$ cat config.mk
export PLATFORM = sky130hd
export DESIGN_NAME = spi_regfile_peripheral
export DESIGN_NICKNAME = d
export VERILOG_FILES = /design/src/rtl/spi_regfile_pkg.sv /design/src/rtl/spi_sync_edge.sv /design/src/rtl/spi_regfile_peripheral.sv
export SDC_FILE = /design/constraint.sdc
export NUM_CORES = 1
export LEC_CHECK = 0
export CAP_MARGIN = 10
export CORE_MARGIN = 4
export CORE_UTILIZATION = 49
export DETAILED_ROUTE_END_ITERATION = 8
export GPL_ROUTABILITY_DRIVEN = 0
export PLACE_DENSITY = 0.76
export REMOVE_ABC_BUFFERS = 1
export SETUP_SLACK_MARGIN = 0.2
export SYNTH_ARGS = -nofsm -noshare
export SYNTH_HDL_FRONTEND = slang
export SYNTH_HIERARCHICAL = 1
export SYNTH_SLANG_ARGS = --single-unit
$ cat constraint.sdc
create_clock -name clk -period 2.25 [get_ports clk]
set_clock_uncertainty 0.15 [all_clocks]
set_input_delay 0.45 -clock clk [delete_from_list [all_inputs] [get_ports clk]]
set_output_delay 0.45 -clock clk [all_outputs]
set_load 0.03 [all_outputs]
$ cat src/rtl/spi_regfile_pkg.sv
// Shared types and helpers for the SPI register-file target.
package spi_regfile_pkg;

    typedef enum logic [1:0] {IDLE, CMD, DATA, DONE} spi_fsm_t;

    localparam logic RW_WRITE = 1'b1;

    function automatic int frame_len(input int addr_w, input int data_w);
        return 1 + addr_w + data_w;
    endfunction

endpackage

$ cat src/rtl/spi_sync_edge.sv
// Multi-flop synchroniser for one asynchronous SPI pin, with rise/fall pulses
// aligned to the synchronised level.
module spi_sync_edge #(
    parameter int   STAGES  = 2,
    parameter logic RST_VAL = 1'b0
) (
    input  logic clk,
    input  logic rst_n,
    input  logic i_async,
    output logic o_level,
    output logic o_rise,
    output logic o_fall
);

    logic [STAGES:0] r_pipe;
    logic [STAGES:0] r_valid;

    // Edges stay masked until the pipe holds only post-reset samples, so a pin
    // that differs from RST_VAL when reset releases does not fake an edge.
    always_ff @(posedge clk or negedge rst_n) begin
        if (!rst_n) begin
            r_pipe  <= {(STAGES + 1){RST_VAL}};
            r_valid <= '0;
        end else begin
            r_pipe  <= {r_pipe[STAGES-1:0], i_async};
            r_valid <= {r_valid[STAGES-1:0], 1'b1};
        end
    end

    assign o_level = r_pipe[STAGES-1];
    assign o_rise  = r_valid[STAGES] & r_pipe[STAGES-1] & ~r_pipe[STAGES];
    assign o_fall  = r_valid[STAGES] & ~r_pipe[STAGES-1] & r_pipe[STAGES];

endmodule

$ cat src/rtl/spi_regfile_peripheral.sv
// SPI target with a parametrised register bank; all four SPI modes.
// Build option: SPI_READBACK_EN enables register readback on MISO.
//
// state | meaning
// IDLE  | waiting for a cs falling edge
// CMD   | sampling R/W bit and address
// DATA  | sampling write data / shifting read data out
// DONE  | frame complete; commit write, wait for cs rise
module spi_regfile_peripheral
    import spi_regfile_pkg::*;
#(
    parameter int NUM_REGS    = 5,
    parameter int DATA_W      = 8,
    parameter int ADDR_W      = 7,
    parameter bit SPI_CPOL    = 1'b0,
    parameter bit SPI_CPHA    = 1'b0,
    parameter int SYNC_STAGES = 2
) (
    input  logic                         clk,
    input  logic                         rst_n,
    input  logic                         spi_sclk,
    input  logic                         spi_cs,
    input  logic                         spi_mosi,
    output logic                         spi_miso,
    output logic                         spi_miso_oe,
    output logic [NUM_REGS*DATA_W-1:0]   regs_flat,
    output logic [NUM_REGS-1:0]          wr_strobe,
    output logic                         frame_err
);

    localparam int FRAME_LEN = frame_len(ADDR_W, DATA_W);
    localparam int CNT_W     = $clog2(FRAME_LEN);

    logic w_sclk_lvl, w_sclk_rise, w_sclk_fall;
    logic w_cs_lvl, w_cs_rise, w_cs_fall;
    logic w_mosi, w_mosi_rise, w_mosi_fall;
    logic w_unused_sync;
    logic w_sample;
    logic [ADDR_W:0] w_cmd_next;

    spi_fsm_t                   r_state;
    logic [CNT_W-1:0]           r_cnt;
    logic [ADDR_W-1:0]          r_cmd;
    logic [ADDR_W-1:0]          r_addr;
    logic [DATA_W-1:0]          r_data;
    logic                       r_write;
    logic                       r_err_seen;
    logic                       r_frame_err;
    logic [NUM_REGS-1:0]        r_wr_strobe;
    logic [NUM_REGS*DATA_W-1:0] r_regs;

    spi_sync_edge #(.STAGES(SYNC_STAGES), .RST_VAL(SPI_CPOL)) u_sync_sclk (
        .clk(clk), .rst_n(rst_n), .i_async(spi_sclk),
        .o_level(w_sclk_lvl), .o_rise(w_sclk_rise), .o_fall(w_sclk_fall)
    );

    spi_sync_edge #(.STAGES(SYNC_STAGES), .RST_VAL(1'b1)) u_sync_cs (
        .clk(clk), .rst_n(rst_n), .i_async(spi_cs),
        .o_level(w_cs_lvl), .o_rise(w_cs_rise), .o_fall(w_cs_fall)
    );

    spi_sync_edge #(.STAGES(SYNC_STAGES), .RST_VAL(1'b0)) u_sync_mosi (
        .clk(clk), .rst_n(rst_n), .i_async(spi_mosi),
        .o_level(w_mosi), .o_rise(w_mosi_rise), .o_fall(w_mosi_fall)
    );

    assign w_unused_sync = &{w_sclk_lvl, w_cs_lvl, w_mosi_rise, w_mosi_fall};

    assign w_sample   = (SPI_CPOL == SPI_CPHA) ? w_sclk_rise : w_sclk_fall;
    assign w_cmd_next = {r_cmd, w_mosi};

    always_ff @(posedge clk or negedge rst_n) begin
        if (!rst_n) begin
            r_state     <= IDLE;
            r_cnt       <= '0;
            r_cmd       <= '0;
            r_addr      <= '0;
            r_data      <= '0;
            r_write     <= 1'b0;
            r_err_seen  <= 1'b0;
            r_frame_err <= 1'b0;
            r_wr_strobe <= '0;
            r_regs      <= '0;
        end else begin
            r_frame_err <= 1'b0;
            r_wr_strobe <= '0;
            case (r_state)
                IDLE: begin
                    if (w_cs_fall) begin
                        r_state    <= CMD;
                        r_cnt      <= CNT_W'(ADDR_W);
                        r_cmd      <= '0;
                        r_data     <= '0;
                        r_write    <= 1'b0;
                        r_err_seen <= 1'b0;
                    end
                end
                CMD: begin
                    if (w_cs_rise) begin
                        r_state     <= IDLE;
                        r_frame_err <= 1'b1;
                    end else if (w_sample) begin
                        r_cmd <= w_cmd_next[ADDR_W-1:0];
                        if (r_cnt == '0) begin
                            r_state <= DATA;
                            r_cnt   <= CNT_W'(DATA_W - 1);
                            r_write <= (w_cmd_next[ADDR_W] == RW_WRITE);
                            r_addr  <= w_cmd_next[ADDR_W-1:0];
                        end else begin
                            r_cnt <= r_cnt - 1'b1;
                        end
                    end
                end
                DATA: begin
                    if (w_cs_rise) begin
                        r_state     <= IDLE;
                        r_frame_err <= 1'b1;
                    end else if (w_sample) begin
                        r_data <= (r_data << 1) | DATA_W'(w_mosi);
                        if (r_cnt == '0) r_state <= DONE;
                        else             r_cnt   <= r_cnt - 1'b1;
                    end
                end
                DONE: begin
                    // Out-of-range addresses match no index, so the write drops silently.
                    if (r_write) begin
                        r_write <= 1'b0;
                        for (int i = 0; i < NUM_REGS; i++) begin
                            if (r_addr == ADDR_W'(i)) begin
                                r_regs[i*DATA_W +: DATA_W] <= r_data;
                                r_wr_strobe[i]             <= 1'b1;
                            end
                        end
                    end
                    if (w_cs_rise) begin
                        r_state <= IDLE;
                    end else if (w_sample && !r_err_seen) begin
                        r_frame_err <= 1'b1;
                        r_err_seen  <= 1'b1;
                    end
                end
                default: r_state <= IDLE;
            endcase
        end
    end

    assign regs_flat = r_regs;
    assign wr_strobe = r_wr_strobe;
    assign frame_err = r_frame_err;

`ifdef SPI_READBACK_EN
    logic              w_shift;
    logic [DATA_W-1:0] w_rd_data;
    logic [DATA_W-1:0] r_shift_out;
    logic              r_miso;

    assign w_shift = (SPI_CPOL == SPI_CPHA) ? w_sclk_fall : w_sclk_rise;

    always_comb begin
        w_rd_data = '0;
        for (int i = 0; i < NUM_REGS; i++) begin
            if (w_cmd_next[ADDR_W-1:0] == ADDR_W'(i)) w_rd_data = r_regs[i*DATA_W +: DATA_W];
        end
    end

    // Every DATA-state shift edge presents the next bit, which covers both CPHA
    // cases: for CPHA=0 the first one is the trailing edge of the last address bit.
    always_ff @(posedge clk or negedge rst_n) begin
        if (!rst_n) begin
            r_shift_out <= '0;
            r_miso      <= 1'b0;
        end else if (r_state == CMD && w_sample && !w_cs_rise && r_cnt == '0) begin
            r_shift_out <= (w_cmd_next[ADDR_W] == RW_WRITE) ? '0 : w_rd_data;
            r_miso      <= 1'b0;
        end else if (r_state == DATA && !r_write && !w_cs_rise) begin
            if (w_shift) begin
                r_miso      <= r_shift_out[DATA_W-1];
                r_shift_out <= r_shift_out << 1;
            end
        end else begin
            r_miso <= 1'b0;
        end
    end

    assign spi_miso    = r_miso;
    assign spi_miso_oe = ~w_cs_lvl;
`else
    assign spi_miso    = 1'b1;
    assign spi_miso_oe = 1'b0;
`endif

endmodule

After elaboration in Yosys (flattened, before gate mapping)

Index checks and enable logic that the tools add are counted.

Register bits: 90
Output and inout bits: 48
Input bits: 5

$add $sub $neg: 1
Reduce and logical (&&, ||, !) cells: 23
Bitwise logic cells: 11
Muxes and demuxes: 44
Equality and inequality tests: 21

Operator list:

| kind               | count |
|---|---|
| $mux 4             | 7 |
| $mux 8             | 3 |
| $mux 7             | 3 |
| $mux 2             | 8 |
| $ne 2x2->1 const B | 8 |
| $pmux 8 s2         | 1 |
| $reduce_and 4->1   | 4 |
| $reduce_and 3->1   | 5 |
| $eq 7x2->1 const B | 2 |
| $mux 1             | 14 |
| $pmux 7 s2         | 1 |
| $ne 3x2->1 const B | 4 |
| $pmux 4 s3         | 1 |
| $mux 5             | 2 |
| $or 8x1->8         | 1 |
| $pmux 2 s4         | 1 |
| $eq 7x1->1 const B | 1 |
| $eq 7x3->1 const B | 1 |
| $logic_not 7->1    | 1 |
| $reduce_and 7->1   | 1 |
| $and 1x1->1        | 6 |
| $reduce_and 6->1   | 1 |
| $reduce_bool 2->1  | 3 |
| $reduce_bool 3->1  | 2 |
| 13 further kinds   | 19 |

Depth between registers and ports, before layout

Word-level depth: 6
Gate-level depth with buffers: 8
Mapped depth without buffers: 6

Hierarchy

Netlist, hierarchy kept.

Modules (own cells, without submodules):

| module                          | cells an instance | times used | area each (um2) | sequential area each (um2) |
|---|---|---|---|---|
| spi_regfile_peripheral          | 247               | 1          | 3306.9          | 1901.8 |
| spi_sync_edge (u_sync_mosi ...) | 9                 | 2          | 171.4           | 150.1 |
| spi_sync_edge (u_sync_cs)       | 9                 | 1          | 175.2           | 153.9 |

Least setup slack after synthesis

OpenSTA, ideal clock, no wires.

Path type: reg-to-reg
From: register r_addr[3]
To: register r_regs[24] (netlist: regs_flat[24])
Required time: 1975 ps
Buffers on the path: 2
Library setup time: 125 ps
Setup slack: -102 ps
Cell stages (with the launch flop): 7
Arrival time: 2077 ps
Cell sequence: dfrtp_1 > or4b_1 > or3_1 > buf_6 > or3_1 > buf_6 > mux2_4

Longest elaborated chain between the ends: 2

RTL lines:

| element                        | line                          | RTL |
|---|---|---|
| start: declaration             | spi_regfile_peripheral.sv:44  | `logic [ADDR_W-1:0] r_addr;` |
| start signal: assignment       | spi_regfile_peripheral.sv:108 | `r_addr <= w_cmd_next[ADDR_W-1:0];` |
| $eq 7x2->1                     | spi_regfile_peripheral.sv:129 | `if (r_addr == ADDR_W'(i)) begin` |
| $reduce_and 3->1 (no line)     | n/a                           |  |
| end signal: indexed assignment | spi_regfile_peripheral.sv:130 | `r_regs[i*DATA_W +: DATA_W] <= r_data;` |
| end: declaration               | spi_regfile_peripheral.sv:50  | `logic [NUM_REGS*DATA_W-1:0] r_regs;` |

Every way passes these cells.
A chain may end at the register's enable or synchronous reset.

Worst setup path after layout

From: register r_addr[3]
To: register r_regs[29] (netlist: regs_flat[29])

The elaborated chain is that of the path after synthesis.

==> summary.md <==
| Metric | Value |
|---|---|
| Stages on worst setup path | 5 |
| Slowest CP cell | sky130_fd_sc_hd__or4b_4 |
| Max Clk Rate | 426 MHz |
| Max Fanout on Critical Path | 7 |
| Pins over their slew limit | 0 |
| Run status | finished with violations |
| Peak supply drop | 0.559 mV |
| Initial detailed-routing violation count | 119 |
| Setup TNS | -1.86 ns |
| Tightest Hold Check Type | flip-flop to flip-flop |
| Y dimension of the die | 94.8 microns |
| Sink count of the clock tree | 90 |
| Count of unresolved DRC violations after routing | 0 |
| DIE AREA | 0.00899 sq mm |
| Number of top-level pins | 53 |
| Startpoint kind of the worst setup timing path | flip-flop |
| WL/cell | 16.7 microns |
| Summed instance area of the synthesized netlist | 0.00369 sq mm |
| Clock tree buffer depth | 2 |
| Share of layout cells above drive strength 1 | 29.6% |
| Cell row count | 31 |
| DR pass1 iterations | 4 |
| Vias/cell | 5.24 |
| Setup repair after global routing missed its margin | yes |
| Depth of the most critical reg-to-reg path | 5 |
| Number of input and output port buffers inserted | 50 |
| Placeable core region | 0.00729 sq mm |
| Remaining global-route overflow | 0 |
| Number of placed cells counting well taps | 422 |
| Count of cells along the worst hold path | 0 |
| Clock latency reported for the late side of the worst-skew pair | 0.36 ns |
| Cells after Synth | 266 |
| Cts bufs inserted | 9 |
| Net count reported at finish | 346 |
| Diodes inserted | 0 |
| Final non-filler cell total | 440 |
| Clock edge transition at the registers on the reported setup and hold paths | 0.09 ns |
| Buffering stage count on the worst path with inverters included | 1 |
| Final Util | 65.7% |
| Total length of routed wires | 7.37 mm |
| Setup Crit Path Kind | flip-flop to flip-flop |
| HPWL after detailed placement | 5.11 mm |
| Post-synthesis area per instance | 13.9 sq um |
| Max H-tree Level | 3 |
| First-pass GRT wire length | 11.5 mm |
| Final-report hold violation count | 0 |
| Ratio of total power to cell area | 833 mW/mm^2 |
| Global-route total usage across every layer | 17.0% |
| Number of max-cap violations | 0 |
| Total of endpoints with negative setup slack in the final report | 32 |
| Final worst path period need | 2.35 ns |
| Initial core utilization | 50.7% |
| Leakage power figure | 2.67 nW |
| Number of global-route vias before repair | 2229 |
| Cell Area, Placed | 0.00442 sq mm |
| Area growth, synth to finish | 29.7% |
| Critical Path Sink Type | flip-flop |
| Largest net degree at the start of global routing | 36 |
| Fin worst setup slack | -0.0982 ns |
| Crit path cell chain | or4b_4, or3_4, or3_4, buf_8, mux2_4 |
| Most used cell along the critical path | sky130_fd_sc_hd__or3_4 |
| Initial antenna violation count | 0 |
| Cell family with the largest share of critical-path delay | simple AND/OR/NAND/NOR gates |
| Non-Filler Cell Area, Final | 0.00479 sq mm |
| Fill cell instance count of the final layout | 544 |
| Chip Width | 94.8 microns |
| Violations in the final reports | setup timing |
| Slowest Stage Delay on Critical Path | 0.54 ns |
| Required time at the worst-slack endpoint | 2.34 ns |
| Clock tree root driver cell | sky130_fd_sc_hd__clkbuf_8 |
| TritonCTS clock tree | done |
| Via count | 2305 |
| Syn. warnings | 6 |
| Tcrit/Tclk final | 104% |
| CP Data Arrival Time | 2.44 ns |
| Detail Route Antenna Nets | 0 |
## state kept, by name, indices dropped and copies added (netlist names)
name / count
regs_flat: 40
r_data: 8
r_addr: 7
r_cmd: 7
wr_strobe: 5
r_cnt: 4
u_sync_cs/r_pipe: 3
u_sync_cs/r_valid: 3
u_sync_sclk/r_pipe: 3
u_sync_sclk/r_valid: 3
r_state: 2
u_sync_mosi/r_pipe: 2
frame_err: 1
r_err_seen: 1
r_write: 1
## routing by layer
metal,part of all wire (%),track usage [%]
met1,45,22.9
met5,0,0
met4,1.3,4.93
met2,49,26.7
met3,4.9,5.18
## timing repair
| item | 4_1_cts | 5_1_grt |
|---|---|---|
| endpoints found under the hold margin | 23 | 0 |
| hold buffers | 1 | 0 |
| gates resized for setup | 6 | 44 |
| setup endpoints to repair | 46 | 81 |
| setup buffers | 0 | 1 |
## where the power goes
| part | total (mW) | switching, mW | leakage (nW) | internal (mW) |
|---|---|---|---|---|
| registers | 1.83 | 0.113 | 1.21 | 1.71 |
| logic | 1.02 | 0.609 | 1.36 | 0.413 |
| clock network | 1.14 | 0.588 | 0.0995 | 0.553 |
| total | 3.99 | 1.31 | 2.67 | 2.68 |
## cells in the final DEF (no fill, tap or decap), types with 2 or more instances in the layout
| cell | count |
|---|---|
| sky130_fd_sc_hd__dfrtp_1 | 87 |
| sky130_fd_sc_hd__mux2_4 | 32 |
| sky130_fd_sc_hd__dlymetal6s2s_1 | 25 |
| sky130_fd_sc_hd__clkdlybuf4s50_1 | 22 |
| sky130_fd_sc_hd__nand2_1 | 19 |
| sky130_fd_sc_hd__mux2_2 | 14 |
| sky130_fd_sc_hd__o21ai_0 | 14 |
| sky130_fd_sc_hd__inv_1 | 11 |
| sky130_fd_sc_hd__clkbuf_8 | 10 |
| sky130_fd_sc_hd__buf_4 | 9 |
| sky130_fd_sc_hd__a22o_1 | 7 |
| sky130_fd_sc_hd__a21oi_1 | 6 |
| sky130_fd_sc_hd__nor2_1 | 6 |
| sky130_fd_sc_hd__buf_6 | 6 |
| sky130_fd_sc_hd__ha_1 | 4 |
| sky130_fd_sc_hd__conb_1 | 4 |
| sky130_fd_sc_hd__nand2b_1 | 3 |
| sky130_fd_sc_hd__nor3_4 | 3 |
| sky130_fd_sc_hd__nor2b_1 | 3 |
| sky130_fd_sc_hd__a31oi_1 | 3 |
| sky130_fd_sc_hd__o2bb2ai_1 | 3 |
| sky130_fd_sc_hd__buf_12 | 3 |
| sky130_fd_sc_hd__and3b_1 | 3 |
| sky130_fd_sc_hd__dfstp_2 | 3 |
| sky130_fd_sc_hd__or3_4 | 2 |
| sky130_fd_sc_hd__nor4_1 | 2 |
| sky130_fd_sc_hd__nor3_1 | 2 |
| sky130_fd_sc_hd__o211ai_1 | 2 |
| sky130_fd_sc_hd__inv_6 | 2 |
| sky130_fd_sc_hd__clkinvlp_4 | 2 |
| sky130_fd_sc_hd__dlygate4sd2_1 | 2 |
## stage by stage
step                power, mW  hold WS, ns  worst slack [ns]
finish                   3.99        0.205           -0.0982
global route             4.22        0.213            -0.148
CTS                      3.92        0.210           -0.0819
detailed placement       2.78        0.190           -0.0564
global placement         2.75        0.182           -0.0258
floorplan                2.49      0.00441            -0.217
## area by class of cell
type	instances	area, sq um	share of cell area (%)
Multi-Input combinational cell	154	1390	29.0
Timing Repair Buffer	69	771	16.1
Tap cell	99	124	2.58
Clock inverter	6	71.3	1.49
Inverter	12	45.0	0.940
Sequential cell	90	2260	47.1
Clock buffer	10	138	2.87
## final timing paths
check,slack (ns),start,end
max,-0.1,r_addr[3],regs_flat[29]
min,0.21,u_sync_sclk/r_valid[0],u_sync_sclk/r_valid[1]
max reg2reg,-0.1,r_addr[3],regs_flat[29]
min reg2reg,0.21,u_sync_sclk/r_valid[0],u_sync_sclk/r_valid[1]
max in group asynchronous,0.89,rst_n,u_sync_cs/r_pipe[0]
min in group asynchronous,0.37,rst_n,regs_flat[23]
No activity file was read; power rests on OpenSTA's default activity.
